--- src/rtl/vm_pkg.sv ---
// ---------------------------------------------------------------------------
// vm_pkg
// Shared definitions for the parametrised vending controller.
//   - COIN_*    : face values of the accepted coins.
//   - vm_state_t: controller state encoding (IDLE, VEND, CHANGE).
// ---------------------------------------------------------------------------
package vm_pkg;

    localparam int unsigned COIN_N = 1;
    localparam int unsigned COIN_D = 2;
    localparam int unsigned COIN_Q = 5;

    typedef enum logic [1:0] {
        ST_IDLE   = 2'd0,
        ST_VEND   = 2'd1,
        ST_CHANGE = 2'd2
    } vm_state_t;

endpackage

--- src/rtl/vm_change_sel.sv ---
// ---------------------------------------------------------------------------
// vm_change_sel
// Combinational greedy coin pick for change/refund: largest coin that fits.
//   i_credit : credit still owed to the customer
//   o_coin   : one-hot {C5, C2, C1}; all zero when nothing is owed
//   o_dec    : value of the picked coin, to subtract from the credit
// ---------------------------------------------------------------------------
module vm_change_sel
    import vm_pkg::*;
#(
    parameter int CREDIT_W = 6
) (
    input  logic [CREDIT_W-1:0] i_credit,
    output logic [2:0]          o_coin,
    output logic [CREDIT_W-1:0] o_dec
);

    always_comb begin
        // NOTE: every output gets a default first so no path leaves it unassigned (no latch).
        o_coin = 3'b000;
        o_dec  = '0;
        if (i_credit >= CREDIT_W'(COIN_Q)) begin
            o_coin = 3'b100;
            o_dec  = CREDIT_W'(COIN_Q);
        end else if (i_credit >= CREDIT_W'(COIN_D)) begin
            o_coin = 3'b010;
            o_dec  = CREDIT_W'(COIN_D);
        end else if (i_credit != '0) begin
            o_coin = 3'b001;
            o_dec  = CREDIT_W'(COIN_N);
        end
    end

endmodule

--- src/rtl/vending_machine_gen.sv ---
// ---------------------------------------------------------------------------
// vending_machine_gen
// Parametrised vending controller: NUM_PROD products with per-product price
// and stock, 1/2/5 coin acceptance, greedy change/refund one coin per cycle.
// All outputs are registered.
//   clk, Reset      : clock, synchronous active-high reset
//   N, D, Q         : 1/2/5-unit coin pulses
//   CR              : coin-return request (beats sel)
//   sel             : product select, lowest set bit wins
//   vend_out        : one-cycle one-hot vend pulse
//   C1, C2, C5      : dispense one coin of that value this cycle
//   coin_reject     : this cycle's coins were bounced
//   deny            : selection refused (short credit or sold out)
//   sold_out        : level, product stock is zero
//   credit          : current credit
//   busy            : high in VEND and CHANGE
// ---------------------------------------------------------------------------
module vending_machine_gen
    import vm_pkg::*;
#(
    parameter int                            NUM_PROD   = 4,
    parameter int                            PRICE_W    = 5,
    parameter logic [NUM_PROD*PRICE_W-1:0]   PRICES     = {5'd4, 5'd10, 5'd13, 5'd8},
    parameter int                            CREDIT_W   = 6,
    parameter int                            MAX_CREDIT = 31,
    parameter int                            STOCK_W    = 4,
    parameter int                            STOCK_INIT = 9
) (
    input  logic                clk,
    input  logic                Reset,
    input  logic                N,
    input  logic                D,
    input  logic                Q,
    input  logic                CR,
    input  logic [NUM_PROD-1:0] sel,
    output logic [NUM_PROD-1:0] vend_out,
    output logic                C1,
    output logic                C2,
    output logic                C5,
    output logic                coin_reject,
    output logic                deny,
    output logic [NUM_PROD-1:0] sold_out,
    output logic [CREDIT_W-1:0] credit,
    output logic                busy
);

    localparam int IDX_W = (NUM_PROD > 1) ? $clog2(NUM_PROD) : 1;
    // Price and credit are compared at a width that holds either without loss.
    localparam int CMP_W = ((CREDIT_W > PRICE_W) ? CREDIT_W : PRICE_W) + 1;

    vm_state_t           r_state;
    logic [CREDIT_W-1:0] r_credit;
    logic [STOCK_W-1:0]  r_stock [NUM_PROD];
    logic [NUM_PROD-1:0] r_vend;
    logic [NUM_PROD-1:0] r_sold;
    logic [2:0]          r_coin;          // {C5, C2, C1}
    logic                r_rej;
    logic                r_deny;
    logic                r_busy;

    logic [CREDIT_W:0]   w_sum;
    logic [CREDIT_W:0]   w_total;
    logic                w_coin_any;
    logic                w_over;
    logic [CREDIT_W-1:0] w_new_credit;
    logic                w_sel_any;
    logic [IDX_W-1:0]    w_sel_idx;
    logic [NUM_PROD-1:0] w_sel_onehot;
    logic [PRICE_W-1:0]  w_price;
    logic                w_short;
    logic                w_stock_zero;
    logic [CREDIT_W-1:0] w_after_vend;
    logic [CREDIT_W-1:0] w_pay;
    logic [2:0]          w_coin;
    logic [CREDIT_W-1:0] w_dec;

    // Coin arithmetic: the whole cycle's coins are accepted or bounced together.
    always_comb begin
        w_sum = '0;
        if (N) w_sum = w_sum + (CREDIT_W+1)'(COIN_N);
        if (D) w_sum = w_sum + (CREDIT_W+1)'(COIN_D);
        if (Q) w_sum = w_sum + (CREDIT_W+1)'(COIN_Q);
    end

    assign w_coin_any   = N | D | Q;
    assign w_total      = {1'b0, r_credit} + w_sum;
    assign w_over       = (w_total > (CREDIT_W+1)'(MAX_CREDIT));
    assign w_new_credit = w_over ? r_credit : w_total[CREDIT_W-1:0];

    // Lowest set select bit wins: scan downwards so the lowest index lands last.
    always_comb begin
        w_sel_idx = '0;
        for (int i = NUM_PROD - 1; i >= 0; i--) begin
            if (sel[i]) w_sel_idx = IDX_W'(i);
        end
    end

    assign w_sel_any    = |sel;
    assign w_sel_onehot = sel & ~(sel - NUM_PROD'(1));
    assign w_price      = PRICES[w_sel_idx*PRICE_W +: PRICE_W];
    // Affordability is judged on the credit held before this cycle's coins.
    assign w_short      = (CMP_W'(r_credit) < CMP_W'(w_price));
    assign w_stock_zero = (r_stock[w_sel_idx] == '0);
    // Only used when not short, so price <= credit and the result is non-negative.
    assign w_after_vend = w_new_credit - CREDIT_W'(w_price);

    // A refund pays out of the just-updated credit; VEND/CHANGE pay out of the register.
    assign w_pay = (r_state == ST_IDLE) ? w_new_credit : r_credit;

    vm_change_sel #(
        .CREDIT_W (CREDIT_W)
    ) u_change_sel (
        .i_credit (w_pay),
        .o_coin   (w_coin),
        .o_dec    (w_dec)
    );

    // Entering or staying in CHANGE registers the coin together with the
    // post-decrement credit, so each CHANGE cycle shows exactly one coin.
    always_ff @(posedge clk) begin
        if (Reset) begin
            r_state  <= ST_IDLE;
            r_credit <= '0;
            r_vend   <= '0;
            r_coin   <= '0;
            r_rej    <= 1'b0;
            r_deny   <= 1'b0;
            r_busy   <= 1'b0;
            r_sold   <= {NUM_PROD{(STOCK_INIT == 0)}};
            // NOTE: the stock array is a handful of flops, not a RAM, so resetting every entry is cheap and required.
            for (int i = 0; i < NUM_PROD; i++) begin
                r_stock[i] <= STOCK_W'(STOCK_INIT);
            end
        end else begin
            // NOTE: non-blocking throughout; later assignments in this block override these pulse defaults.
            r_vend <= '0;
            r_coin <= '0;
            r_rej  <= 1'b0;
            r_deny <= 1'b0;
            unique case (r_state)
                ST_IDLE: begin
                    r_rej <= w_over;
                    if (CR) begin
                        if (w_new_credit != '0) begin
                            r_state  <= ST_CHANGE;
                            r_busy   <= 1'b1;
                            r_coin   <= w_coin;
                            r_credit <= w_new_credit - w_dec;
                        end else begin
                            r_credit <= w_new_credit;
                        end
                    end else if (w_sel_any) begin
                        if (w_stock_zero || w_short) begin
                            r_deny   <= 1'b1;
                            r_credit <= w_new_credit;
                        end else begin
                            r_state              <= ST_VEND;
                            r_busy               <= 1'b1;
                            r_vend               <= w_sel_onehot;
                            r_credit             <= w_after_vend;
                            r_stock[w_sel_idx]   <= r_stock[w_sel_idx] - STOCK_W'(1);
                            r_sold[w_sel_idx]    <= (r_stock[w_sel_idx] == STOCK_W'(1));
                        end
                    end else begin
                        r_credit <= w_new_credit;
                    end
                end
                ST_VEND, ST_CHANGE: begin
                    r_rej <= w_coin_any;
                    if (r_credit != '0) begin
                        r_state  <= ST_CHANGE;
                        r_coin   <= w_coin;
                        r_credit <= r_credit - w_dec;
                    end else begin
                        r_state <= ST_IDLE;
                        r_busy  <= 1'b0;
                    end
                end
                default: begin
                    r_state <= ST_IDLE;
                    r_busy  <= 1'b0;
                end
            endcase
        end
    end

    assign vend_out    = r_vend;
    assign C5          = r_coin[2];
    assign C2          = r_coin[1];
    assign C1          = r_coin[0];
    assign coin_reject = r_rej;
    assign deny        = r_deny;
    assign sold_out    = r_sold;
    assign credit      = r_credit;
    assign busy        = r_busy;

endmodule

--- config.mk ---
export PLATFORM = sky130hd
export DESIGN_NAME = vending_machine_gen
export DESIGN_NICKNAME = d
export VERILOG_FILES = /design/src/rtl/vm_pkg.sv /design/src/rtl/vm_change_sel.sv /design/src/rtl/vending_machine_gen.sv
export SDC_FILE = /design/constraint.sdc
export NUM_CORES = 1
export LEC_CHECK = 0
export BUFFER_PORTS_ARGS = -buffer_cell sky130_fd_sc_hd__buf_2
export CAP_MARGIN = 20
export CORE_ASPECT_RATIO = 1.1
export CORE_MARGIN = 3
export CORE_UTILIZATION = 54
export DETAILED_ROUTE_END_ITERATION = 8
export HOLD_SLACK_MARGIN = 0.06
export PLACE_DENSITY_LB_ADDON = 0.15
export SLEW_MARGIN = 20
export SYNTH_ARGS = -nofsm -noshare
export SYNTH_HDL_FRONTEND = slang
export SYNTH_SLANG_ARGS = --single-unit
--- constraint.sdc ---
create_clock -name clk -period 5.4 [get_ports clk]
set_input_delay 1.62 -clock clk [delete_from_list [all_inputs] [get_ports clk]]
set_output_delay 1.62 -clock clk [all_outputs]
set_load 0.01 [all_outputs]
### Yosys cells after proc, flatten, opt, wreduce, memory -nomap -nowiden

Memories as Yosys holds them, arrays and structs flattened.
Index checks and enable logic that the tools add are counted.

| operators by class | value |
|---|---|
| reductions and logical operators | 17 |
| bitwise logic cells | 8 |
| add/subtract/negate cells | 8 |
| order comparisons | 6 |
| shift-type cells | 1 |
| $mul | 1 |
| equality and inequality tests | 8 |
| mux-type cells | 53 |

Operators by type and width:

| cell | count |
|---|---|
| $mux 6 | 9 |
| $mux 2 | 10 |
| $shiftx 20x6->5 const A | 1 |
| $mux 1 | 19 |
| $reduce_bool 6->1 | 3 |
| $mux 3 | 5 |
| $mux 7 | 2 |
| $pmux 6 s2 | 1 |
| $reduce_or 4->1 | 3 |
| $sub 6x6->6 | 2 |
| $reduce_and 4->1 | 2 |
| $sub 4x1->4 const B | 2 |
| $add 6x7->7 | 1 |
| $add 7x2->7 const B | 1 |
| $add 7x3->7 const B | 1 |
| $gt 7x5->1 const B | 1 |
| $ge 6x2->1 const B | 1 |
| $ge 6x3->1 const B | 1 |
| $lt 6x5->1 | 1 |
| $ne 3x3->1 const B | 2 |
| $pmux 3 s2 | 1 |
| $sub 6x5->6 | 1 |
| $mul 2x3->5 const B | 1 |
| $reduce_or 5->1 | 1 |
| 24 further kinds | 30 |

| storage, ports and cells | value |
|---|---|
| memories | 1 |
| output and inout port bits | 20 |
| word-level logic and storage cells | 111 |
| bits in writable memories | 16 |
| flip-flop bits (word level) | 22 |
| bits of input ports | 10 |

Memory list:

| name | depth | width | read ports | clocked after Yosys merged registers in | wr ports | RTL line | text |
|---|---|---|---|---|---|---|---|
| r_stock | 4 | 4 | 1 | 0 | 4 | vending_machine_gen.sv:53 | `logic [STOCK_W-1:0] r_stock [NUM_PROD];` |

### Longest topological paths before layout

| depth | value |
|---|---|
| word-level depth | 17 |
| depth in mapped cells | 21 |
| mapped depth without buffers | 20 |

### Hierarchy

A second synthesis with hierarchy kept.

| unflattened totals | value |
|---|---|
| cells, all modules | 372 |
| area total of the unflattened synthesis | 3,290.7 µm² |

By module, submodules not included:

| module | area an instance (µm²) | sequential area each (µm²) | instances | cells each |
|---|---|---|---|---|
| vending_machine_gen | 3,175.5 | 920.9 | 1 | 355 |
| vm_change_sel | 115.1 | 0.0 | 1 | 17 |

### Worst setup path after synthesis

No wires, ideal clock.

| timing path | value |
|---|---|
| kind | in2reg |
| start point | input D |
| end point | register r_credit[4], in the netlist credit[4] |
| library setup time | 0.088 ns |
| slack | -0.194 ns |
| path buffers | 1 |
| data arrival time | 5.506 ns |
| cell stages on the path | 19 |
| data required time | 5.312 ns |
| cell sequence | inv_1 ha_1 nand2_1 o21ai_0 fa_1 a211o_4 nor4b_4 nor3_2 buf_6 o311a_1 o311ai_1 inv_1 fa_1 inv_1 a21o_1 a221oi_2 xnor2_1 or3_1 a311oi_2 |

| between the ends | value |
|---|---|
| word-level cells in the longest chain between the ends | 15 |
| elaborated cells between the ends (all ways) | 23 |
| those cells by class | add/sub: 5; order compare: 3; mux: 13; reduce/logical: 2 |

RTL lines:

| what | RTL line | text |
|---|---|---|
| start, declared | vending_machine_gen.sv:32 | `input logic D,` |
| $mux 7 * | vending_machine_gen.sv:81 | `if (D) w_sum = w_sum + (CREDIT_W+1)'(COIN_D);` |
| $add 7x3->7 | vending_machine_gen.sv:82 | `if (Q) w_sum = w_sum + (CREDIT_W+1)'(COIN_Q);` |
| $mux 7 * | vending_machine_gen.sv:82 |  |
| $add 6x7->7 * | vending_machine_gen.sv:86 | `assign w_total = {1'b0, r_credit} + w_sum;` |
| $gt 7x5->1 | vending_machine_gen.sv:87 | `assign w_over = (w_total > (CREDIT_W+1)'(MAX_CREDIT));` |
| $mux 6 * | vending_machine_gen.sv:88 | `assign w_new_credit = w_over ? r_credit : w_total[CREDIT_W-1:0];` |
| parallel branches: the longest is 8 deep, another holds $ge 6x2->1 | -- |  |
| $pmux 6 s2 * | vending_machine_gen.sv:140 | `unique case (r_state)` |
| end signal, assigned | vending_machine_gen.sv:148 | `r_credit <= w_new_credit - w_dec;` |
| end signal, assigned | vending_machine_gen.sv:150 | `r_credit <= w_new_credit;` |
| end signal, assigned | vending_machine_gen.sv:155 | `r_credit <= w_new_credit;` |
| end, declared | vending_machine_gen.sv:52 | `logic [CREDIT_W-1:0] r_credit;` |

Mark *: on every way between the ends. The select of a mux whose other input is x is not followed.
A chain may end at the register's enable or synchronous reset.

### Final worst setup path

| timing path | value |
|---|---|
| start point | input N |
| end point | register r_credit[4], in the netlist credit[4] |

| between the ends | value |
|---|---|
| word-level cells in the longest chain between the ends | 17 |
| elaborated cells between the ends (all ways) | 25 |
| those cells by class | add/sub: 6; order compare: 3; mux: 14; reduce/logical: 2 |

RTL lines:

| what | RTL line | text |
|---|---|---|
| start, declared | vending_machine_gen.sv:31 | `input logic N,` |
| $mux 1 * | vending_machine_gen.sv:80 | `if (N) w_sum = w_sum + (CREDIT_W+1)'(COIN_N);` |
| $add 7x2->7 | vending_machine_gen.sv:81 |  |
| $mux 7 * | vending_machine_gen.sv:81 |  |
| $add 7x3->7 | vending_machine_gen.sv:82 |  |
| $mux 7 * | vending_machine_gen.sv:82 |  |
| $add 6x7->7 * | vending_machine_gen.sv:86 |  |
| $gt 7x5->1 | vending_machine_gen.sv:87 |  |
| $mux 6 * | vending_machine_gen.sv:88 |  |
| parallel branches: the longest is 8 deep, another holds $ge 6x2->1 | -- |  |
| $pmux 6 s2 * | vending_machine_gen.sv:140 |  |

Marks and branches as above.

==> reports/summary.log <==
[layout] filler cell count in the final layout 421
[worst_setup_path] kind of cell adding the most delay to the critical path compound AO/OA/AOI/OAI gates
[worst_setup_path] critical path startpoint category input port
[global_route] gr usage total 0.2369
[global_route] initial antenna violation count 0
[layout] NumNets Final 425
[clock_tree] root buffer selected by CTS sky130_fd_sc_hd__clkbuf_8
[global_route] vias in the first global route 2,578
[place] placed cell areas 0.003425 mm²
[worst_setup_path] CP required 5.60 ns
[place] Detail Placement HPWL 5686 µm
[route] # DRC 0
[worst_setup_path] Setup crit end kind register
[yosys] most area-hungry cell type in the Yosys netlist sky130_fd_sc_hd__edfxtp_1
[hold_path] path type of the worst min-delay path reg -> reg
[route] router iterations before antenna repair 4
[yosys] flop and latch count out of synthesis 38
[floorplanning] Core Rows 27
[timing] shortest clock period the worst path allows after layout 5.391 ns
[clock_tree] CTS H-tree depth 2
[place] placer congestion estimate 0.8232
[place] # placed instances 447
[timing] Final Skew 0.01004 ns
[yosys] EDFF count, synth 16
[worst_setup_path] top fanout value on the critical path 6
[clock_tree] CTS tree done
[flow_run] Max Cap Viol 0
[pwr] Pwr per Cell Area 654.9 mW/mm²
[floorplanning] height of the die 84.26 µm
[timing] final number of hold-violating endpoints 0
[floorplanning] total die area 0.006500 mm²
[worst_setup_path] most used cell, CP sky130_fd_sc_hd__fa_2
[yosys] async set-reset flop share out of synthesis 0
[floorplanning] Boundary Pins 30
[route] routed wire length 7849 µm
[timing] unrepaired setup endpoints after global routing true
[timing] Finish-stage setup viols 0
[clock_tree] Max clock buf depth 2
[layout] number of cells in the finished layout apart from fillers 460
[global_route] first-pass GRT wire length 12,510 µm
[worst_setup_path] cell breakdown of the critical path buf_8, buf_4, xor2_1, ha_2, fa_2, a211o_4, nor4b_4, nor3_4, o22ai_1, o311a_1, buf_6, nand2_4, ha_4, fa_2, inv_1, a21o_1, a221oi_2, xnor2_1, or3_1, a311oi_2
[yosys] leading cell type by number of instances after synthesis sky130_fd_sc_hd__nor2_1
[timing] number of max-slew violations in the final report 0
[yosys] Syn Nets 362
[layout] fraction of layout instances using a drive strength above 1 0.3325
[yosys] sequential share of the synthesized area 0.3063
[route] Iteration-0 DRC Markers 220
[route] ratio of routed vias to standard cells 5.965
[place] Port Buffer Count 29
[worst_setup_path] CP max-delay cell sky130_fd_sc_hd__or3_1
[timing] Max Fclk 0.1855 GHz
[clock_tree] CTS clock-pin slew for the worst setup and hold paths 0.07 ns
[clock_tree] clock sink total 38
[layout] # diodes 0
[yosys] largest cells by area after synthesis sky130_fd_sc_hd__edfxtp_1, sky130_fd_sc_hd__dfxtp_1, sky130_fd_sc_hd__ha_1
[global_route] largest net degree at the start of global routing 22
[pwr] leakage power total 0.001628 µW
[yosys] Yosys top cell area share 0.1598
[floorplanning] core region area 0.005202 mm²
[timing] Min Hold Slack 0.4978 ns
[route] Avg WL per Cell 17.06 µm
[yosys] top post-synthesis cells by count sky130_fd_sc_hd__nor2_1, sky130_fd_sc_hd__ha_1, sky130_fd_sc_hd__inv_1
[layout] Final Cell Area 0.003746 mm²
[clock_tree] clock latency on the worst-skew pair 0.29 ns
[timing] Least-Margin Pin Slew 0.9239 ns
[yosys] mapped cell area 0.003007 mm²
[route] count of nets left with antenna violations after detail routing 0
[worst_setup_path] critical path buffer and inverter count 4
[global_route] sum of overflow across all layers after global routing 0
[clock_tree] total clock buffers created by CTS 5
[floorplanning] Die Wd 77.15 µm
[timing] ratio of final minimum period to clock period 0.9984
[yosys] number of cells produced by synthesis 324
[route] number of vias in the routed layout 2,744
[worst_setup_path] data arrival time of the critical path 5.59 ns
[timing] Rel. slew slack 0.3760
[worst_setup_path] type of the worst setup path in -> reg
[yosys] leading register cell type out of synthesis sky130_fd_sc_hd__dfxtp_1
[yosys] distinct cell type count of the synthesized netlist 69
[pwr] maximum VDD drop 0.4161 mV
[worst_setup_path] Max stage delay on crit path 0.38 ns
[floorplanning] Initial Utilization 0.5779
[yosys] average cell area after synthesis 9.280 µm²
[status] status finished clean
[layout] synth-to-layout area growth 24.59%
[yosys] number of warning messages in the yosys log 0
==> registers in the layout (all words and copies together), names as in the netlist <==
signal	cells
deny	1
r_stock	16
coin_reject	1
credit	6
busy	1
vend_out	4
r_coin	3
r_state	2
sold_out	4
==> power breakdown <==
group	internal [µW]	switching, µW
clock network	136	103
registers	348	77.8
logic	893	896
total	1380	1080
==> area by class of cell <==
cell class / instances / area [µm²] / share of cell area
inverters: 24 / 95.09 / 0.02538
flip-flops and latches: 38 / 920.9 / 0.2458
well taps: 72 / 90.09 / 0.02405
repair buffers: 70 / 480.5 / 0.1283
clock inverters: 3 / 40.04 / 0.01069
multi-input cells: 248 / 2051 / 0.5474
clock buffers: 5 / 68.82 / 0.01837
==> stage by stage <==
stage	total power [µW]	setup TNS (ns)	utilization	setup slack, ns
after global placement	1913	-0.4926	0.6582	-0.1783
after CTS	2214	0	0.6806	0.01896
after detailed placement	1943	-0.9139	0.6582	-0.2775
after global routing	2635	-0.2111	0.7201	-0.1327
final	2453	0	0.7201	0.008872
after floorplan	1466	0	-	0.005270
==> layer usage <==
metal,vias up,global-route usage,wire length [µm]
li1,1314,-,-
met3,11,0.03755,531
met1,1322,0.3434,3610
met2,97,0.3739,3631
met4,0,0.04854,76
met5,-,0,0
==> layout by cell type (no fill, tap or decap), drive strengths merged, types with 5 or more instances in the layout <==
| cell type | n |
|---|---|
| edfxtp | 16 |
| clkbuf | 5 |
| o21a | 5 |
| ha | 24 |
| dfxtp | 22 |
| a21o | 10 |
| a211oi | 5 |
| nor2b | 7 |
| buf | 70 |
| o21ai | 10 |
| nand2b | 8 |
| nand2 | 20 |
| nand3 | 10 |
| xor2 | 7 |
| nor3 | 13 |
| mux2i | 9 |
| xnor2 | 5 |
| nor2 | 32 |
| a21oi | 15 |
| inv | 23 |
==> kinds of logic (layout without fill, tap and decap cells) <==
group	count (synthesis)	after routing	share of synthesized area
simple gates	117	117	0.2089
compound gates	79	79	0.2181
mux	12	12	0.04120
buf+inv	38	102	0.06408
xor+xnor	12	12	0.03496
flops	38	38	0.3063
fa+ha+maj	28	28	0.1265
==> what timing repair did <==
item | 4_1_cts | 5_1_grt
gates resized for setup | 0 | 38
setup buffers | 1 | 5
hold buffers | 0 | 0
pin swaps | 1 | 25
endpoints found under the setup margin | 2 | 4
==> final timing paths <==
check	start	to	slack, ns	depth (start not counted)
worst max-delay path	N	credit[4]	0.009	20
worst min-delay path	r_state[1]	r_state[1]	0.50	2
worst max register to register	credit[1]	credit[4]	1.01	16
worst min register to register	r_state[1]	r_state[1]	0.50	2
==> tightest hold or removal path: cells and delay by family, from the launching register on <==
family	cells	cell delay, ns
compound gates	1	0.07
flops	1	0.32
buf+inv	1	0.07
(Power assumes the default switching activity.)
